**src/rtl/iir_coeff_ctrl.sv**
```systemverilog
// -----------------------------------------------------------------------------
// iir_coeff_ctrl
// Coefficient controller for the biquad IIR filter. A shadow bank is written
// by the control interface or filled from a 4-entry preset ROM; the shadow is
// copied into the active bank in one edge on a sample boundary, so the filter
// never sees a mixed coefficient set. Coefficients are Q2.14 signed.
//
// Optional build macro: STABILITY_CHECK_EN
//   When defined, a swap is refused (commit_err pulses) if shadow a1/a2 lie
//   outside the biquad stability triangle. When undefined, commit_err is 0.
//
// Ports:
//   clk           system clock
//   reset         asynchronous reset, active-high
//   sample_strobe one-cycle pulse per audio sample boundary
//   wr_en         write one shadow coefficient
//   wr_addr       0=b0 1=b1 2=b2 3=a1 4=a2 (5-7 illegal)
//   wr_data       coefficient value to write
//   commit        request shadow-to-active swap
//   preset_sel    preset index for preset_load
//   preset_load   copy selected preset into the shadow bank
//   b0..a2        active coefficients (registered)
//   pending       commit accepted, waiting for sample_strobe
//   busy          preset load in progress
//   commit_done   one-cycle pulse after a swap
//   commit_err    one-cycle pulse after a rejected swap
//   wr_err        one-cycle pulse after an illegal write or request
// -----------------------------------------------------------------------------
module iir_coeff_ctrl #(
    parameter int COEFF_W     = 16,
    parameter int NUM_PRESETS = 4
) (
    input  logic               clk,
    input  logic               reset,
    input  logic               sample_strobe,
    input  logic               wr_en,
    input  logic [2:0]         wr_addr,
    input  logic [COEFF_W-1:0] wr_data,
    input  logic               commit,
    input  logic [1:0]         preset_sel,
    input  logic               preset_load,
    output logic [COEFF_W-1:0] b0,
    output logic [COEFF_W-1:0] b1,
    output logic [COEFF_W-1:0] b2,
    output logic [COEFF_W-1:0] a1,
    output logic [COEFF_W-1:0] a2,
    output logic               pending,
    output logic               busy,
    output logic               commit_done,
    output logic               commit_err,
    output logic               wr_err
);

    typedef enum logic [1:0] {
        IDLE    = 2'd0,
        LOAD    = 2'd1,
        PENDING = 2'd2
    } state_t;

    // Preset ROM lookup: {sel, idx} -> coefficient; unlisted entries are zero.
    function automatic logic [COEFF_W-1:0] rom_f(input logic [1:0] sel, input logic [2:0] idx);
        logic [COEFF_W-1:0] val;
        val = {COEFF_W{1'b0}};
        if (int'(sel) < NUM_PRESETS) begin
            case ({sel, idx})
                5'b00_000: val = COEFF_W'(16'sd16384);
                5'b01_000: val = COEFF_W'(16'sd15871);
                5'b01_001: val = COEFF_W'(-16'sd30917);
                5'b01_010: val = COEFF_W'(16'sd15106);
                5'b01_011: val = COEFF_W'(-16'sd30906);
                5'b01_100: val = COEFF_W'(16'sd14618);
                5'b11_000: val = COEFF_W'(16'sd8192);
                default:   val = {COEFF_W{1'b0}};
            endcase
        end else begin
            val = {COEFF_W{1'b0}};
        end
        return val;
    endfunction

`ifdef STABILITY_CHECK_EN
    // Stability triangle in Q2.14: -1 < a2 < 1 and |a1| < 1 + a2.
    // 18-bit intermediates hold |a1| up to 32768 and 1 + a2 up to 49151.
    function automatic logic stable_f(input logic [COEFF_W-1:0] a1_v, input logic [COEFF_W-1:0] a2_v);
        logic signed [17:0] a1_x;
        logic signed [17:0] a2_x;
        logic signed [17:0] abs_a1;
        logic signed [17:0] lim;
        a1_x   = 18'($signed(a1_v));
        a2_x   = 18'($signed(a2_v));
        abs_a1 = (a1_x < 18'sd0) ? -a1_x : a1_x;
        lim    = 18'sd16384 + a2_x;
        return (a2_x > -18'sd16384) && (a2_x < 18'sd16384) && (abs_a1 < lim);
    endfunction
`endif

    state_t             state_r, state_s;
    logic [2:0]         idx_r, idx_s;
    logic [1:0]         sel_r, sel_s;
    logic [COEFF_W-1:0] shadow_r [5];
    logic [COEFF_W-1:0] active_r [5];
    logic               sh_we_s;
    logic [2:0]         sh_idx_s;
    logic [COEFF_W-1:0] sh_val_s;
    logic               swap_s;
    logic               wr_err_s;
    logic               pending_r;
    logic               busy_r;
    logic               commit_done_r;
    logic               wr_err_r;
`ifdef STABILITY_CHECK_EN
    logic               reject_s;
    logic               commit_err_r;
`endif

    // Next-state, shadow write port and event decode.
    always_comb begin
        state_s  = state_r;
        idx_s    = idx_r;
        sel_s    = sel_r;
        sh_we_s  = 1'b0;
        sh_idx_s = 3'd0;
        sh_val_s = {COEFF_W{1'b0}};
        swap_s   = 1'b0;
        wr_err_s = 1'b0;
`ifdef STABILITY_CHECK_EN
        reject_s = 1'b0;
`endif
        case (state_r)
            IDLE: begin
                // A write in the same cycle as commit lands first and is swapped.
                if (wr_en) begin
                    if (wr_addr <= 3'd4) begin
                        sh_we_s  = 1'b1;
                        sh_idx_s = wr_addr;
                        sh_val_s = wr_data;
                    end else begin
                        wr_err_s = 1'b1;
                    end
                end else begin
                    sh_we_s = 1'b0;
                end
                // preset_load has priority over commit; the dropped commit is an error.
                if (preset_load) begin
                    state_s = LOAD;
                    idx_s   = 3'd0;
                    sel_s   = preset_sel;
                    if (commit) begin
                        wr_err_s = 1'b1;
                    end else begin
                        sel_s = preset_sel;
                    end
                end else if (commit) begin
                    state_s = PENDING;
                end else begin
                    state_s = IDLE;
                end
            end
            LOAD: begin
                sh_we_s  = 1'b1;
                sh_idx_s = idx_r;
                sh_val_s = rom_f(sel_r, idx_r);
                if (idx_r == 3'd4) begin
                    state_s = IDLE;
                    idx_s   = 3'd0;
                end else begin
                    idx_s = idx_r + 3'd1;
                end
                if (wr_en || commit || preset_load) begin
                    wr_err_s = 1'b1;
                end else begin
                    wr_err_s = 1'b0;
                end
            end
            PENDING: begin
                // A repeated commit is harmless and silently absorbed.
                if (wr_en || preset_load) begin
                    wr_err_s = 1'b1;
                end else begin
                    wr_err_s = 1'b0;
                end
                if (sample_strobe) begin
                    state_s = IDLE;
`ifdef STABILITY_CHECK_EN
                    if (stable_f(shadow_r[3], shadow_r[4])) begin
                        swap_s = 1'b1;
                    end else begin
                        reject_s = 1'b1;
                    end
`else
                    swap_s = 1'b1;
`endif
                end else begin
                    state_s = PENDING;
                end
            end
            default: begin
                state_s = IDLE;
            end
        endcase
    end

    // State, load index and latched preset selection.
    always_ff @(posedge clk or posedge reset) begin
        if (reset) begin
            state_r <= IDLE;
            idx_r   <= 3'd0;
            sel_r   <= 2'd0;
        end else begin
            state_r <= state_s;
            idx_r   <= idx_s;
            sel_r   <= sel_s;
        end
    end

    // Shadow and active banks; reset value is unity passthrough.
    always_ff @(posedge clk or posedge reset) begin
        if (reset) begin
            for (int i = 0; i < 5; i++) begin
                shadow_r[i] <= (i == 0) ? COEFF_W'(16'sd16384) : {COEFF_W{1'b0}};
                active_r[i] <= (i == 0) ? COEFF_W'(16'sd16384) : {COEFF_W{1'b0}};
            end
        end else begin
            if (sh_we_s) begin
                shadow_r[sh_idx_s] <= sh_val_s;
            end
            if (swap_s) begin
                for (int i = 0; i < 5; i++) begin
                    active_r[i] <= shadow_r[i];
                end
            end
        end
    end

    // Registered status flags and event pulses.
    always_ff @(posedge clk or posedge reset) begin
        if (reset) begin
            pending_r     <= 1'b0;
            busy_r        <= 1'b0;
            commit_done_r <= 1'b0;
            wr_err_r      <= 1'b0;
        end else begin
            pending_r     <= (state_s == PENDING);
            busy_r        <= (state_s == LOAD);
            commit_done_r <= swap_s;
            wr_err_r      <= wr_err_s;
        end
    end

`ifdef STABILITY_CHECK_EN
    // Rejected-swap pulse.
    always_ff @(posedge clk or posedge reset) begin
        if (reset) begin
            commit_err_r <= 1'b0;
        end else begin
            commit_err_r <= reject_s;
        end
    end
    assign commit_err = commit_err_r;
`else
    assign commit_err = 1'b0;
`endif

    assign b0          = active_r[0];
    assign b1          = active_r[1];
    assign b2          = active_r[2];
    assign a1          = active_r[3];
    assign a2          = active_r[4];
    assign pending     = pending_r;
    assign busy        = busy_r;
    assign commit_done = commit_done_r;
    assign wr_err      = wr_err_r;

endmodule
```
**config.mk**
```make
export PLATFORM = sky130hd
export DESIGN_NAME = iir_coeff_ctrl
export DESIGN_NICKNAME = d
export VERILOG_FILES = /design/src/rtl/iir_coeff_ctrl.sv
export SDC_FILE = /design/constraint.sdc
export NUM_CORES = 1
export LEC_CHECK = 0
export CORE_UTILIZATION = 40
export CTS_CLUSTER_SIZE = 24
export DETAILED_ROUTE_END_ITERATION = 16
export GPL_TIMING_DRIVEN = 0
export MAX_ROUTING_LAYER = met4
export PLACE_DENSITY_LB_ADDON = 0.25
export SLEW_MARGIN = 0
export SYNTH_ARGS = -nofsm -noshare
export SYNTH_HDL_FRONTEND = slang
export SYNTH_SLANG_ARGS = --single-unit
```
**constraint.sdc**
```tcl
create_clock -name clk -period 13.6 [get_ports clk]
set_input_delay 2.04 -clock clk [delete_from_list [all_inputs] [get_ports clk]]
set_output_delay 2.04 -clock clk [all_outputs]
set_load 0.01 [all_outputs]
```
==> impl_metrics.toml, run 1 <==
[critical_path]
critPathCaptureType = "register"
critical_path_buf_inv_count = 3
slowest_stage = "clkdlybuf4s50_1"
slowest_delay_ns = 0.51
critPathRequiredTime_ns = 13.89
cp-start-kind = "input pin"
crit_path_max_fanout = 10
crit_family = "buffers and inverters"
path_cells = "clkdlybuf4s50_1 > nand4b_1 > and2_1 > clkbuf_1 > nor3_4 > buf_4 > mux2_2"
arrival_ns = 4.28
crit_type = "input pin to register"

[grt]
grt_pass1_wl_mm = 25.1
antenna_found_initial = 0
grt_max_degree = 117
grt_use_total = 0.191
grt_pass1_vias = 4434
grt_overflow = 0

[timing]
slew_headroom = 0.492
setup_violations = 0
rsz0062_at_grt = "false"
tns_ns = 0
fmax_mhz = 251
worst_pin_slew_ns = 0.761
min_period_over_period = 0.293
min_period_ns = 3.99
skew_ns = 0.00963
drv_slew = 0
hold_viol = 0
fin_ws_ns = 9.61

[placed_design]
gp_congestion = 0.861
place_ws_ns = 9.21
post-dp-hpwl_mm = 11.2
placedInstanceArea_mm2 = 0.00847
place_inst = 802
io_buffers = 110

[die]
ioPinCount = 112
die_w_um = 135
die-area_mm2 = 0.0182
core_mm2 = 0.0172
die_y_um = 135
std_cell_rows = 48
start_util = 0.409

[detailed_routing]
vias = 4246
drc = 0
drt_first_iter_violations = 292
first_pass_iters = 4
wirelength_mm = 15.7
detail_route.wl_per_cell_um = 18.8
vias_per_cell = 5.09
postRouteAntennaNets = 0

[synth]
synth_compound_area_frac = 0.0520
async_reset_ff_frac = 1.00
synth_top_cell_area_share = 0.600
synthSimpleGateAreaFrac = 0.0488
synthMostInstantiatedCell = "dfrtp_1"
synth_cell_types = 51
syn_avg_cell_area_um2 = 15.1
synth_warnings = 0
syn-num-nets = 501
synth-seq-cells = 171
synth_area_leaders = "dfrtp_1 60%, mux2_2 23%, mux2_4 1.9%"
synth_edf_count = 0
seq_area_frac_synth = 0.607
synth_fa_ha_area_frac = 0.0142
yosysTopAreaCell = "dfrtp_1"
syn-instance-count = 466
yosys-top-cells-count = "169 x dfrtp_1, 142 x mux2_2, 15 x nand2_1"
synthMuxAreaShare = 0.254
synth_xor_area_frac = 0
synth_top_family_by_area = "multiplexers"
synth_area_mm2 = 0.00705
synth-main-ff-cell = "dfrtp_1"

[cells_and_area]
area_growth_pct = 28.8
final_nets = 631
drive_above_1_share = 0.338
final_cells = 834
n_antenna_cell = 0
stdcell_area_mm2 = 0.00908

[cts]
clockBufferDepth = 2
cts_tree = "yes"
clk_latency_ns = 0.42
cts_setup_buffers = 0
hold_buffers = 0
cts-buffers-inserted = 17
numClockSinks = 171
cts_max_level = 4
cts_resized = 0
clk_pin_slew_ns = 0.05
clockRootBuffer = "clkbuf_16"

[status]
status = "finished clean"

[power_and_ir_drop]
powerDensity_mw_per_mm2 = 223
power.leakage_nw = 4.28
ir_drop_uv = 106
power_w = 0.00202

[job]
cap_viol_max_count = 0

[min_path]
hp-class = "register to register"
-- routing by layer --
layer  share of wire  wire length, µm  track usage  vias up
met5               0                0            -        -
met4           0.017              265       0.0730        0
met3           0.048              762       0.0398       19
met2            0.48             7520        0.289      108
met1            0.46             7170        0.253     2179
li1                -                -            -     1940
-- sequential cells by signal (all words and copies together), names as in the netlist, 2 cells and up --
| signal | count |
|---|---|
| shadow_r | 80 |
| b2 | 16 |
| b1 | 16 |
| b0 | 16 |
| sel_r | 2 |
| state_r | 2 |
| idx_r | 3 |
| a1 | 16 |
| a2 | 16 |
-- cell type report --
class | count | area [µm²]
sequential | 171 | 4280
clock inverter | 7 | 139
fill | 1416 | 8160
clock buffer | 25 | 475
buffer | 20 | 121
timing repair buffer | 111 | 1130
tap | 225 | 282
inverter | 11 | 48.8
multi-input combinational | 264 | 2610
-- power breakdown --
part	internal [W]	total [W]	switching (W)
combinational	0.000400	0.000707	0.000307
sequential	0.000701	0.000809	0.000108
clock	0.000318	0.000506	0.000189
total	0.00142	0.00202	0.000604
-- path summary, 6_finish.rpt --
kind | from | endpoint | slack [ns] | depth (start not counted)
min in group asynchronous | reset | a1[2] | 2.04 | 2
max in group asynchronous | reset | b0[12] | 10.68 | 3
min reg2reg | shadow_r[38] | shadow_r[38] | 0.49 | 1
min | shadow_r[38] | shadow_r[38] | 0.49 | 1
max reg2reg | state_r[0] | shadow_r[51] | 11.00 | 8
max | wr_addr[2] | shadow_r[51] | 9.61 | 7
-- per-stage QoR --
step	util	hold slack, ns
2_1_floorplan	-	0.452
3_3_place_gp	0.489	0.462
3_5_place_dp	0.491	0.472
4_1_cts	0.527	0.487
5_1_grt	0.527	0.496
6_report	0.527	0.488
-- cells in the final DEF, fill, tap and decap left out, types with 7 or more instances in the layout --
cell type	n
dfrtp_1	169
mux2_2	142
clkdlybuf4s50_1	110
clkbuf_16	17
nand2_1	15
clkbuf_1	13
inv_1	10
nor2_1	9
a21o_1	9
mux2_4	9
ha_1	8
buf_2	7
-- worst reg2reg max path: stages, from the launching register on --
cell	delay (ns)
dfrtp_1	0.41
inv_1	0.10
ha_1	0.31
nand4b_1	0.19
and2_1	0.18
clkbuf_1	0.19
nor3_4	0.44
buf_4	0.29
mux2_2	0.36
-- cell families (layout without fill, tap and decap cells) --
family / count (synthesis) / after routing
simple gates: 52 / 52
fa+ha+maj: 8 / 8
compound gates: 47 / 47
mux: 156 / 156
buf+inv: 31 / 174
other cells: 1 / 1
flops: 171 / 171
No activity file was read; power rests on OpenSTA's default activity.
==> inputs of run 2 (changes only) <==
==> constraint.sdc (replaced) <==
create_clock -name clk -period 3.6 [get_ports clk]
set_input_delay 0.54 -clock clk [delete_from_list [all_inputs] [get_ports clk]]
set_output_delay 0.54 -clock clk [all_outputs]
set_load 0.01 [all_outputs]
==> run 2 against run 1 <==
  * The flow now finishes with violations (design-rule violations)
  * Register-to-register slack worse by 10 ns
  * Global-route usage up 0.46 points
  * Clock-buffer cell count up 1
  * Cell area about the same
  * Sequential cell count unchanged
  * Via count down 1.3%
  * Combinational power rose to 3.8 times the previous value
  * Cell count up 0.36%
  * Largest cell class unchanged
==> impl_metrics.toml, run 2 (same netlist as run 1, synthesis figures left out) <==
[status]
status = "finished, violations left"
violations = "design-rule violations"

[critical_path]
crit_type = "register to register"
r2r-start = "state_r[1]"
critPathCaptureType = "register"
critPathRequiredTime_ns = 3.90
cp-start-kind = "register"
r2r.worst_path.cells = 8
startpoint = "state_r[1]"
arrival_ns = 2.93
crit_path_max_fanout = 10

[cts]
cts-buffers-inserted = 17
cts_resized = 0
cts_max_level = 4
cts_tree = "yes"
clk_pin_slew_ns = 0.06
numClockSinks = 171
clk_latency_ns = 0.42
clockRootBuffer = "clkbuf_16"
clockBufferDepth = 2
hold_buffers = 0
cts_setup_buffers = 0

[timing]
min_period_over_period = 0.730
drv_slew = 0
setup_violations = 0
tns_ns = 0
hold_viol = 0
fmax_mhz = 380
rsz0062_at_grt = "false"
skew_ns = 0.0119
worst_pin_slew_ns = 0.857
min_period_ns = 2.63
slew_headroom = 0.429

[detailed_routing]
drt_first_iter_violations = 229
first_pass_iters = 10
drc = 1
wirelength_mm = 15.8
vias_per_cell = 5.01
detail_route.wl_per_cell_um = 18.9
vias = 4190
postRouteAntennaNets = 0

[cells_and_area]
area_growth_pct = 28.8
layout_commonest_cell = "dfrtp_1"
final_nets = 634
final_cell_mix = "169 x dfrtp_1, 142 x mux2_2, 110 x clkdlybuf4s50_1, 17 x clkbuf_16, 15 x nand2_1"
drive_above_1_share = 0.343
num-fill-cells = 1442
largest_register_ffs = 80
final_cells = 837
top_register = "shadow_r"
n_antenna_cell = 0

[job]
cap_viol_max_count = 0

[grt]
grt_use_total = 0.196
grt_use_met3 = 0.0465
grt_overflow = 0
busiest_layer = "met2"
grt_max_degree = 44
antenna_found_initial = 0
grt_pass1_wl_mm = 25.6
grt_use_met2 = 0.301
grt_pass1_vias = 4512
grt.met1_usage = 0.260

[power_and_ir_drop]
powerDensity_mw_per_mm2 = 824
power.leakage_nw = 4.27
ir_drop_uv = 362

[placed_design]
post-dp-hpwl_mm = 11.5
place_inst = 805
io_buffers = 110
gp_congestion = 0.854

[die]
core_mm2 = 0.0172
die_y_um = 135
start_util = 0.409
ioPinCount = 112
die_w_um = 135
std_cell_rows = 48
die-area_mm2 = 0.0182

[min_path]
hp-class = "input pin to asynchronous set/reset pin"
run 2: cell types whose count changed in the layout (fill, tap and decap cells not counted), sizes merged:
cell / change
clkinvlp: +3
clkbuf: +1
inv: -2
clkinv: +1
buf: +3
bufinv: -3
run 2: final cells by class:
cell class	instances	area (µm²)	share of cell area
Sequential cell	171	4280	0.472
Multi-Input combinational cell	264	2610	0.287
Timing Repair Buffer	114	1180	0.130
Clock buffer	26	499	0.0550
Tap cell	225	282	0.0310
Buffer	20	121	0.0134
Clock inverter	6	63.8	0.00703
Inverter	11	45.0	0.00496
run 2: final timing paths:
check | endpoint | slack, ns
min | wr_err | 0.45
max reg2reg | shadow_r[53] | 0.97
min in group clk | shadow_r[32] | 0.48
max | shadow_r[53] | 0.97
min reg2reg | shadow_r[32] | 0.48
max in group asynchronous | b2[4] | 2.35
run 2: routing by layer:
layer | up-vias | part of all wire
met3 | 15 | 0.044
li1 | 1931 | -
met1 | 2149 | 0.47
met4 | 0 | 0.0071
met5 | - | 0
met2 | 95 | 0.48
run 2: worst max-delay path, cell delays in order (launching register included):
cell,delay [ns]
dfrtp_1,0.42
inv_1,0.10
ha_1,0.33
nand4b_1,0.19
and2_1,0.18
clkbuf_1,0.19
nor3_4,0.45
buf_4,0.29
mux2_2,0.35
run 2: stage by stage:
stage / util / hold slack, ns / cell area (µm²) / power [W] / setup slack, ns
6_report: 0.527 / 0.454 / 9080 / 0.00748 / 0.970
5_1_grt: 0.527 / 0.468 / 9080 / 0.00792 / 0.787
4_1_cts: 0.527 / 0.456 / 9080 / 0.00757 / 0.983
3_5_place_dp: 0.494 / 0.470 / 8520 / 0.00579 / 0.701
3_3_place_gp: 0.489 / 0.463 / 8440 / 0.00568 / -0.394
2_1_floorplan: - / 0.452 / 7050 / 0.00449 / 0.879
run 2: power breakdown:
| part | switching, W | internal (W) | leakage, nW | total (W) |
|---|---|---|---|---|
| Sequential | 0.000415 | 0.00265 | 2.30 | 0.00306 |
| Combinational | 0.00116 | 0.00152 | 1.70 | 0.00268 |
| Clock | 0.000716 | 0.00103 | 0.271 | 0.00174 |
==> inputs of run 3 (changes only) <==
==> constraint.sdc (replaced) <==
create_clock -name clk -period 2.48 [get_ports clk]
set_input_delay 0.372 -clock clk [delete_from_list [all_inputs] [get_ports clk]]
set_output_delay 0.372 -clock clk [all_outputs]
set_load 0.01 [all_outputs]
==> run 3 against run 2 <==
  * Combinational power is 47% higher
  * Sequential power is 45% higher
  * Largest cell class unchanged
  * Largest power group unchanged
  * Hold slack worse by 0.17 ns
  * The flow still finishes with violations (design-rule violations)
  * Sequential share of layout area is 0.34 points lower
==> impl_metrics.toml, run 3 (same netlist as run 1, synthesis figures left out) <==
[status]
status = "finished, violations left"
violations = "design-rule violations"

[detailed_routing]
vias = 4229
postRouteAntennaNets = 0
drt_first_iter_violations = 255
first_pass_iters = 10
drc = 1
wirelength_mm = 15.9
vias_per_cell = 5.03
detail_route.wl_per_cell_um = 18.9

[placed_design]
gp_congestion = 0.854
io_buffers = 110
place_inst = 805
post-dp-hpwl_mm = 11.5
place_ws_ns = -0.251

[grt]
grt_overflow = 0
grt_pass1_vias = 4548
antenna_found_initial = 0
grt_pass1_wl_mm = 25.8
grt_use_total = 0.197
grt_max_degree = 44

[timing]
rsz0062_at_grt = "false"
min_period_ns = 2.35
skew_ns = 0.0118
min_period_over_period = 0.946
worst_pin_slew_ns = 0.648
drv_slew = 0
setup_violations = 0
fin_ws_ns = 0.134
hold_viol = 0
fmax_mhz = 426
slew_headroom = 0.568
holdWs_ns = 0.288

[power_and_ir_drop]
powerDensity_mw_per_mm2 = 1190
power_w = 0.0109
power.leakage_nw = 4.31
ir_drop_uv = 522

[cts]
numClockSinks = 171
clk_pin_slew_ns = 0.06
clockRootBuffer = "clkbuf_16"
cts_max_level = 4
hold_buffers = 0
cts-buffers-inserted = 17
clk_latency_ns = 0.42
cts_tree = "yes"
clockBufferDepth = 2

[cells_and_area]
drive_above_1_share = 0.359
layout_commonest_cell = "dfrtp_1"
final_nets = 638
top_register = "shadow_r"
largest_register_ffs = 80
fin_util = 0.530
final_cell_mix = "169 x dfrtp_1, 142 x mux2_2, 110 x clkdlybuf4s50_1, 17 x clkbuf_16, 15 x nand2_1"
num-fill-cells = 1433
final_cells = 841
area_growth_pct = 29.7
n_antenna_cell = 0

[die]
die_y_um = 135
ioPinCount = 112
start_util = 0.409
core_mm2 = 0.0172
die-area_mm2 = 0.0182
std_cell_rows = 48
die_w_um = 135

[critical_path]
slowest_stage = "dfrtp_1"
arrival_ns = 2.65
crit_path_max_fanout = 9
critPathCaptureType = "register"
path_cells = "inv_1 > ha_2 > and4bb_2 > a22o_2 > nor4_4 > buf_4 > mux2_2"
crit_type = "register to register"
cp-start-kind = "register"
critPathRequiredTime_ns = 2.78
slowest_delay_ns = 0.41

[min_path]
hp-class = "input pin to asynchronous set/reset pin"

[job]
cap_viol_max_count = 0
==> run 3: worst paths after layout <==
| check | slack [ns] | startpoint | end | depth (start not counted) |
|---|---|---|---|---|
| hold reg to reg | 0.48 | shadow_r[32] | shadow_r[32] | 1 |
| setup / recovery | 0.13 | state_r[1] | shadow_r[46] | 7 |
| setup reg to reg | 0.13 | state_r[1] | shadow_r[46] | 7 |
| hold / removal | 0.29 | reset | wr_err | 2 |
| min in group clk | 0.48 | shadow_r[32] | shadow_r[32] | 1 |
| max in group asynchronous | 1.40 | reset | b2[4] | 4 |
==> run 3: per-stage QoR <==
| stage | TNS, ns | area [µm²] |
|---|---|---|
| 3_3_place_gp | -240.62 | 8440 |
| 4_1_cts | 0 | 9140 |
| 3_5_place_dp | -15.81 | 8520 |
| 2_1_floorplan | -12.35 | 7050 |
| 6_report | 0 | 9140 |
| 5_1_grt | 0 | 9140 |
==> run 3: power by group <==
part | switching, W | total (W) | internal, W
clock | 0.00104 | 0.00253 | 0.00149
combinational | 0.00171 | 0.00395 | 0.00223
sequential | 0.000605 | 0.00445 | 0.00384
==> run 3: final cells by class <==
cell class,count,area (µm²),area share
Clock buffer,26,499,0.0546
Multi-Input combinational cell,264,2630,0.288
Tap cell,225,282,0.0308
Inverter,11,45.0,0.00493
Sequential cell,171,4280,0.468
Timing Repair Buffer,119,1220,0.133
Buffer,19,121,0.0133
Clock inverter,6,63.8,0.00698
==> run 3: critical path, delay by kind of cell, from the launching register on <==
family | cells | cell delay, ns
adders and majority gates | 1 | 0.24
DFF | 1 | 0.41
and+or+nand+nor | 2 | 0.61
AOI/OAI and AO/OA | 1 | 0.31
buffers and inverters | 2 | 0.31
muxes | 1 | 0.34
==> run 3: timing repair <==
| item | CTS | global route |
|---|---|---|
| gates resized for setup | 4 | 3 |
| pin swaps | 5 | 1 |
| setup buffers | 5 | 0 |
| cloned | 0 | 0 |
| setup endpoints to repair | 63 | 64 |
==> run 3: layer usage <==
metal | wire length (µm) | global-route usage
met2 | 7600 | 0.303
met3 | 671 | 0.0465
met4 | 148 | 0.0531
met1 | 7440 | 0.262
met5 | 0 | -
